$ cat config.mk
export PLATFORM = sky130hd
export DESIGN_NAME = lsu_subword_flat
export DESIGN_NICKNAME = d
export VERILOG_FILES = /design/src/rtl/lsu_subword_pkg.sv /design/src/rtl/lsu_subword_if.sv /design/src/rtl/lsu_subword_lane.sv /design/src/rtl/lsu_subword.sv /design/src/flat_wrapper.sv
export SDC_FILE = /design/constraint.sdc
export NUM_CORES = 1
export LEC_CHECK = 0
export CORE_ASPECT_RATIO = 1.25
export CORE_MARGIN = 4
export CORE_UTILIZATION = 40
export CTS_CLUSTER_SIZE = 25
export DETAILED_ROUTE_END_ITERATION = 8
export GPL_TIMING_DRIVEN = 0
export PLACE_DENSITY_LB_ADDON = 0.12
export SLEW_MARGIN = 20
export SYNTH_ARGS = -nofsm -noshare
export SYNTH_HDL_FRONTEND = slang
export SYNTH_SLANG_ARGS = --single-unit
export TNS_END_PERCENT = 20
$ cat constraint.sdc
create_clock -name clk -period 6.3 [get_ports clk]
set_input_delay 1.26 -clock clk [delete_from_list [all_inputs] [get_ports clk]]
set_output_delay 1.26 -clock clk [all_outputs]
set_load 0.005 [all_outputs]
$ cat src/rtl/lsu_subword_pkg.sv
// rtl/lsu_subword_pkg.sv - shared constants, state encoding and access checks for the sub-word LSU
package lsu_subword_pkg;

  localparam int ADDR_SIZE = 32;
  localparam int WORD_LEN  = 32;

  localparam logic [2:0] F3_B  = 3'b000;
  localparam logic [2:0] F3_H  = 3'b001;
  localparam logic [2:0] F3_W  = 3'b010;
  localparam logic [2:0] F3_BU = 3'b100;
  localparam logic [2:0] F3_HU = 3'b101;

  typedef enum logic [1:0] {
    ST_IDLE  = 2'b00,
    ST_READ  = 2'b01,
    ST_WRITE = 2'b10,
    ST_RESP  = 2'b11
  } state_t;

  // Store funct3 011 has no RV32I encoding, so it is rejected with the other illegal codes.
  function automatic logic access_err(input logic we, input logic [2:0] f3, input logic [1:0] lo);
    logic illegal;
    logic misaligned;
    if (we) illegal = f3[2] | (f3[1:0] == 2'b11);
    else    illegal = (f3 == 3'b011) | (f3 == 3'b110) | (f3 == 3'b111);
    misaligned = ((f3[1:0] == 2'b01) & lo[0]) | ((f3[1:0] == 2'b10) & (lo != 2'b00));
    return illegal | misaligned;
  endfunction

endpackage

$ cat src/rtl/lsu_subword_if.sv
// rtl/lsu_subword_if.sv - CPU request/response and word-memory bus of the sub-word LSU
interface lsu_subword_if
  import lsu_subword_pkg::*;
#(
  parameter int ADDR_W = ADDR_SIZE,
  parameter int DATA_W = WORD_LEN
) ();

  logic              req_valid;
  logic              req_ready;
  logic              req_we;
  logic [2:0]        req_funct3;
  logic [ADDR_W-1:0] req_addr;
  logic [DATA_W-1:0] req_wdata;
  logic              resp_valid;
  logic [DATA_W-1:0] resp_rdata;
  logic              resp_err;
  logic [ADDR_W-1:0] mem_addr;
  logic              mem_we;
  logic [DATA_W-1:0] mem_wdata;
  logic [DATA_W-1:0] mem_rdata;

  modport slave (
    input  req_valid, req_we, req_funct3, req_addr, req_wdata, mem_rdata,
    output req_ready, resp_valid, resp_rdata, resp_err, mem_addr, mem_we, mem_wdata
  );

  modport master (
    output req_valid, req_we, req_funct3, req_addr, req_wdata, mem_rdata,
    input  req_ready, resp_valid, resp_rdata, resp_err, mem_addr, mem_we, mem_wdata
  );

endinterface

$ cat src/rtl/lsu_subword_lane.sv
// rtl/lsu_subword_lane.sv - byte/halfword lane extract+extend for loads and lane merge for stores
module lsu_subword_lane
  import lsu_subword_pkg::*;
(
  input  logic [WORD_LEN-1:0] rd_word,
  input  logic [1:0]          lo,
  input  logic [2:0]          f3,
  input  logic [WORD_LEN-1:0] wdata,
  output logic [WORD_LEN-1:0] load_data,
  output logic [WORD_LEN-1:0] store_word
);

  logic [7:0]  byte_sel;
  logic [15:0] half_sel;

  always_comb begin
    case (lo)
      2'b00:   byte_sel = rd_word[7:0];
      2'b01:   byte_sel = rd_word[15:8];
      2'b10:   byte_sel = rd_word[23:16];
      default: byte_sel = rd_word[31:24];
    endcase
    half_sel = lo[1] ? rd_word[31:16] : rd_word[15:0];

    // funct3[2] selects zero extension (LBU/LHU)
    case (f3[1:0])
      2'b00:   load_data = f3[2] ? {24'b0, byte_sel} : {{24{byte_sel[7]}}, byte_sel};
      2'b01:   load_data = f3[2] ? {16'b0, half_sel} : {{16{half_sel[15]}}, half_sel};
      default: load_data = rd_word;
    endcase

    store_word = rd_word;
    case (f3[1:0])
      2'b00: begin
        case (lo)
          2'b00:   store_word[7:0]   = wdata[7:0];
          2'b01:   store_word[15:8]  = wdata[7:0];
          2'b10:   store_word[23:16] = wdata[7:0];
          default: store_word[31:24] = wdata[7:0];
        endcase
      end
      2'b01: begin
        if (lo[1]) store_word[31:16] = wdata[15:0];
        else       store_word[15:0]  = wdata[15:0];
      end
      default: store_word = wdata;
    endcase
  end

endmodule

$ cat src/rtl/lsu_subword.sv
// rtl/lsu_subword.sv - RV32I load/store unit mapping byte/halfword accesses onto a word-only memory
module lsu_subword
  import lsu_subword_pkg::*;
#(
  parameter int ADDR_W = ADDR_SIZE,
  parameter int DATA_W = WORD_LEN
) (
  input  logic         clk,
  input  logic         rst,
  lsu_subword_if.slave bus
);

  state_t            state;
  logic              cap_we;
  logic [2:0]        cap_f3;
  logic [1:0]        cap_lo;
  logic [DATA_W-1:0] cap_wdata;
  logic [DATA_W-1:0] load_data;
  logic [DATA_W-1:0] store_word;

  lsu_subword_lane u_lane (
    .rd_word    (bus.mem_rdata),
    .lo         (cap_lo),
    .f3         (cap_f3),
    .wdata      (cap_wdata),
    .load_data  (load_data),
    .store_word (store_word)
  );

  always_ff @(posedge clk or posedge rst) begin
    if (rst) begin
      state          <= ST_IDLE;
      cap_we         <= 1'b0;
      cap_f3         <= '0;
      cap_lo         <= '0;
      cap_wdata      <= '0;
      bus.req_ready  <= 1'b1;
      bus.resp_valid <= 1'b0;
      bus.resp_rdata <= '0;
      bus.resp_err   <= 1'b0;
      bus.mem_addr   <= '0;
      bus.mem_we     <= 1'b0;
      bus.mem_wdata  <= '0;
    end else begin
      case (state)
        ST_IDLE: begin
          if (bus.req_valid && bus.req_ready) begin
            cap_we        <= bus.req_we;
            cap_f3        <= bus.req_funct3;
            cap_lo        <= bus.req_addr[1:0];
            cap_wdata     <= bus.req_wdata;
            bus.req_ready <= 1'b0;
            if (access_err(bus.req_we, bus.req_funct3, bus.req_addr[1:0])) begin
              state          <= ST_RESP;
              bus.resp_valid <= 1'b1;
              bus.resp_err   <= 1'b1;
              bus.resp_rdata <= '0;
            end else if (bus.req_we && (bus.req_funct3[1:0] == 2'b10)) begin
              state         <= ST_WRITE;
              bus.mem_addr  <= {bus.req_addr[ADDR_W-1:2], 2'b00};
              bus.mem_we    <= 1'b1;
              bus.mem_wdata <= bus.req_wdata;
            end else begin
              state        <= ST_READ;
              bus.mem_addr <= {bus.req_addr[ADDR_W-1:2], 2'b00};
            end
          end
        end
        ST_READ: begin
          // sub-word stores merge into the word just read; loads finish here
          if (cap_we) begin
            state         <= ST_WRITE;
            bus.mem_we    <= 1'b1;
            bus.mem_wdata <= store_word;
          end else begin
            state          <= ST_RESP;
            bus.mem_addr   <= '0;
            bus.resp_valid <= 1'b1;
            bus.resp_err   <= 1'b0;
            bus.resp_rdata <= load_data;
          end
        end
        ST_WRITE: begin
          state          <= ST_RESP;
          bus.mem_we     <= 1'b0;
          bus.mem_wdata  <= '0;
          bus.mem_addr   <= '0;
          bus.resp_valid <= 1'b1;
          bus.resp_err   <= 1'b0;
          bus.resp_rdata <= '0;
        end
        default: begin
          state          <= ST_IDLE;
          bus.resp_valid <= 1'b0;
          bus.req_ready  <= 1'b1;
        end
      endcase
    end
  end

endmodule

$ cat src/flat_wrapper.sv
// flat-port wrapper written by rule: the top's interface ports become plain ports
module lsu_subword_flat import lsu_subword_pkg::*;
#(
  parameter int ADDR_W = ADDR_SIZE,
  parameter int DATA_W = WORD_LEN
)
  (clk, rst, bus_req_valid, bus_req_we, bus_req_funct3, bus_req_addr, bus_req_wdata, bus_mem_rdata, bus_req_ready, bus_resp_valid, bus_resp_rdata, bus_resp_err, bus_mem_addr, bus_mem_we, bus_mem_wdata);
  lsu_subword_if #(.ADDR_W(ADDR_W), .DATA_W(DATA_W)) bus_i ();
  input  logic clk;
  input  logic rst;
  input wire logic [$bits(bus_i.req_valid)-1:0] bus_req_valid;
  input wire logic [$bits(bus_i.req_we)-1:0] bus_req_we;
  input wire logic [$bits(bus_i.req_funct3)-1:0] bus_req_funct3;
  input wire logic [$bits(bus_i.req_addr)-1:0] bus_req_addr;
  input wire logic [$bits(bus_i.req_wdata)-1:0] bus_req_wdata;
  input wire logic [$bits(bus_i.mem_rdata)-1:0] bus_mem_rdata;
  output wire logic [$bits(bus_i.req_ready)-1:0] bus_req_ready;
  output wire logic [$bits(bus_i.resp_valid)-1:0] bus_resp_valid;
  output wire logic [$bits(bus_i.resp_rdata)-1:0] bus_resp_rdata;
  output wire logic [$bits(bus_i.resp_err)-1:0] bus_resp_err;
  output wire logic [$bits(bus_i.mem_addr)-1:0] bus_mem_addr;
  output wire logic [$bits(bus_i.mem_we)-1:0] bus_mem_we;
  output wire logic [$bits(bus_i.mem_wdata)-1:0] bus_mem_wdata;
  assign bus_i.req_valid = bus_req_valid;
  assign bus_i.req_we = bus_req_we;
  assign bus_i.req_funct3 = bus_req_funct3;
  assign bus_i.req_addr = bus_req_addr;
  assign bus_i.req_wdata = bus_req_wdata;
  assign bus_i.mem_rdata = bus_mem_rdata;
  assign bus_req_ready = bus_i.req_ready;
  assign bus_resp_valid = bus_i.resp_valid;
  assign bus_resp_rdata = bus_i.resp_rdata;
  assign bus_resp_err = bus_i.resp_err;
  assign bus_mem_addr = bus_i.mem_addr;
  assign bus_mem_we = bus_i.mem_we;
  assign bus_mem_wdata = bus_i.mem_wdata;
  lsu_subword #(.ADDR_W(ADDR_W), .DATA_W(DATA_W)) u_core (.clk(clk), .rst(rst), .bus(bus_i));
endmodule
==> flow_summary.yaml <==
grt:
  busiest_layer: "met2"
  grtUsageMet3_pct: 6.45
  grt_overflow: 0
  grt_usage_pct: 23.6
  grt_pass1_vias: 6531
  grt_first_pass_wirelength_mm: 36.4
  use_met2_pct: 41.2
  antenna_found_initial: 0
  grt_max_degree: 78
  use_met1_pct: 27.5
power:
  p_per_area_mw_per_mm2: 576
  vdd_drop_max_mv: 0.431
  power_mw: 5.80
  p_leak_nw: 4.31
clock_network:
  clkSinkCount: 138
  tritoncts: "yes"
  clockRootBuffer: "clkbuf_16"
  cts_buffer_depth: 2
  cts_buffers: 17
  clkTransAtPathRegs_ps: 60
  cts_resized: 0
  hold_buffers: 0
  worstSkewPairLatency_ps: 420
  cts_htree_levels: 4
  post_cts_buffers: 0
synthesis:
  syn_area_per_cell_um2: 10.4
  syn-instance-count: 685
  synth-main-ff-cell: "dfrtp_1"
  synthTopCellsByArea: "dfrtp_1 48%, mux2_4 6.3%, nand2_1 4.7%, mux2_2 4.6%, o221ai_1 3.1%"
  synth.distinct_cells: 50
  synthArstFlopShare_pct: 100
  synth-edff-count: 0
  synthTopCellsByCount: "137 x dfrtp_1, 89 x nand2_1, 42 x o21ai_0"
  synth_most_common_cell: "dfrtp_1"
  syn_area_mm2: 0.00715
  ys_warn_count: 0
  ys_ff_latch: 138
  yosysTopAreaCell: "dfrtp_1"
  synth_top_cell_area_share_pct: 48.0
  ys_seq_area_share_pct: 48.3
setup_path:
  required_ps: 6610
  cp.arrival_ps: 3110
  critPathLaunchType: "primary input"
  path_max_fanout: 10
  critPathCaptureType: "flip-flop"
  path_class: "in -> reg"
routing:
  num_vias: 6155
  wirelength_mm: 23.4
  dr.first_iter.drc_count: 385
  drt-vias-per-instance: 5.38
  wl_per_cell_um: 20.5
  drc_errors: 0
  firstDrtPassIters: 8
  drt.antenna.violating_nets: 0
sta:
  worst_slack_ps: 3500
  setup_viol: 0
  layout_min_cycle_time_ps: 2800
  skew_ps: 7.98
  finalCritPeriodShare_pct: 44.5
  fin_setup_tns_ps: 0
  fmax_mhz: 357
  drv_slew: 0
  rsz0062_at_grt: "false"
  tightest_slew_ps: 688
  slew_headroom_pct: 54.1
  finalHoldViolations: 0
die:
  rows: 54
  dieHeight_um: 157
  dieWidth_um: 128
  core_mm2: 0.0175
  ios: 203
  die_area_mm2: 0.0201
  start_util_pct: 40.8
min_path:
  hp-class: "reg -> reg"
layout:
  final_util_pct: 57.5
  fillCellCount: 1531
  nets: 1013
  syn_to_final_growth_pct: 40.9
  antennaDiodeCount: 0
  drive_above_1_share_pct: 15.0
place:
  gp_congestion: 0.921
  hpwl_mm: 18.5
  portBuffers: 200
  dpl_worst_slack_ps: 3040
flow_run:
  maxCapViolCount: 0
status:
  status: "complete, no violations"
[power by group]
group          leakage, nW  switching, mW  total (mW)  internal [mW]
Combinational         2.31           1.65        3.22           1.57
Sequential            1.72          0.268        1.56           1.30
Clock                0.278          0.414        1.02          0.602
[metrics by stage]
stage,hold slack [ps],cells,area [um2]
after floorplan,450,686,7150
after global placement,465,1110,9430
after detailed placement,470,1111,9470
after CTS,483,1143,10100
after global routing,498,1143,10100
final,479,1143,10100
[registers in the layout, indices dropped and copies added (netlist names)]
register and cells:
u_core.cap_wdata 32, u_core.bus.resp_rdata 32, u_core.state 2, u_core.bus.resp_valid 1, u_core.cap_lo 2, u_core.cap_we 1
u_core.bus.mem_we 1, u_core.bus.mem_wdata 32, u_core.bus.req_ready 1, u_core.cap_f3 3, u_core.bus.mem_addr 30, u_core.bus.resp_err 1
[cell families after synthesis]
| logic type | count (synthesis) | synth area share, % |
|---|---|---|
| other cells | 1 | 0.0525 |
| fa+ha+maj | 4 | 0.700 |
| buf+inv | 83 | 5.57 |
| compound gates | 190 | 19.2 |
| simple gates | 192 | 12.8 |
| flops | 138 | 48.3 |
| mux | 77 | 13.4 |
[critical path, stage by stage]
cell and delay [ps]:
clkdlybuf4s50_1 460, nand3b_1 220, o41ai_2 250, and3_1 260, buf_2 260, o221ai_1 230
o21a_1 160
[worst paths after layout]
kind                                                               to  slack, ps  cells past startpoint                                   from
min in group asynchronous          u_core.bus.mem_addr[4]$_DFFE_PP0P_       1270                      2                                    rst
max in group asynchronous             u_core.cap_wdata[8]$_DFFE_PP0P_       4290                      3                                    rst
worst max register to register    u_core.bus.mem_wdata[5]$_DFFE_PP0P_       3790                      7            u_core.state[1]$_DFFE_PP0N_
worst min register to register  u_core.bus.resp_rdata[29]$_DFFE_PP0P_        480                      2  u_core.bus.resp_rdata[29]$_DFFE_PP0P_
worst min-delay path            u_core.bus.resp_rdata[29]$_DFFE_PP0P_        480                      2  u_core.bus.resp_rdata[29]$_DFFE_PP0P_
worst max-delay path             u_core.bus.mem_wdata[29]$_DFFE_PP0P_       3500                      7                      bus_req_funct3[0]
[placed cells by master, fill, tap and decap left out, types with 3 or more instances in the layout]
cell / count
clkbuf_1: 22
nand2b_1: 11
nor2b_1: 31
buf_1: 3
o21ai_0: 42
buf_4: 4
o21a_1: 25
a21oi_1: 34
o31ai_2: 9
o21ai_1: 5
mux2i_1: 17
a222oi_1: 8
clkdlybuf4s50_1: 200
mux2_2: 29
buf_2: 15
a32o_1: 8
clkinvlp_4: 5
nor2_1: 37
inv_1: 30
ha_1: 4
inv_6: 4
a221oi_1: 9
o211ai_1: 6
clkbuf_16: 17
buf_6: 7
dfrtp_1: 137
o221ai_1: 25
mux2_4: 30
o31ai_1: 9
nand3_1: 9
a31oi_1: 3
nand2_1: 89
[final cells by class]
cell class	count	area (um2)	share of cell area [%]
Multi-Input combinational cell	465	3300	32.8
Clock inverter	14	161	1.60
Timing Repair Buffer	201	2030	20.2
Inverter	32	128	1.27
Clock buffer	18	439	4.36
Buffer	51	278	2.76
Sequential cell	138	3450	34.3
Tap cell	224	280	2.78
[metal layers]
metal  up-vias  share of wire, %  wire length (um)
met5         -                 0                 0
met4         0               3.1               717
met3        39               6.3              1480
met2       239                51             11900
met1      3001                40              9280
li1       2876                 -                 -
Power figures use the tool's default switching activity.
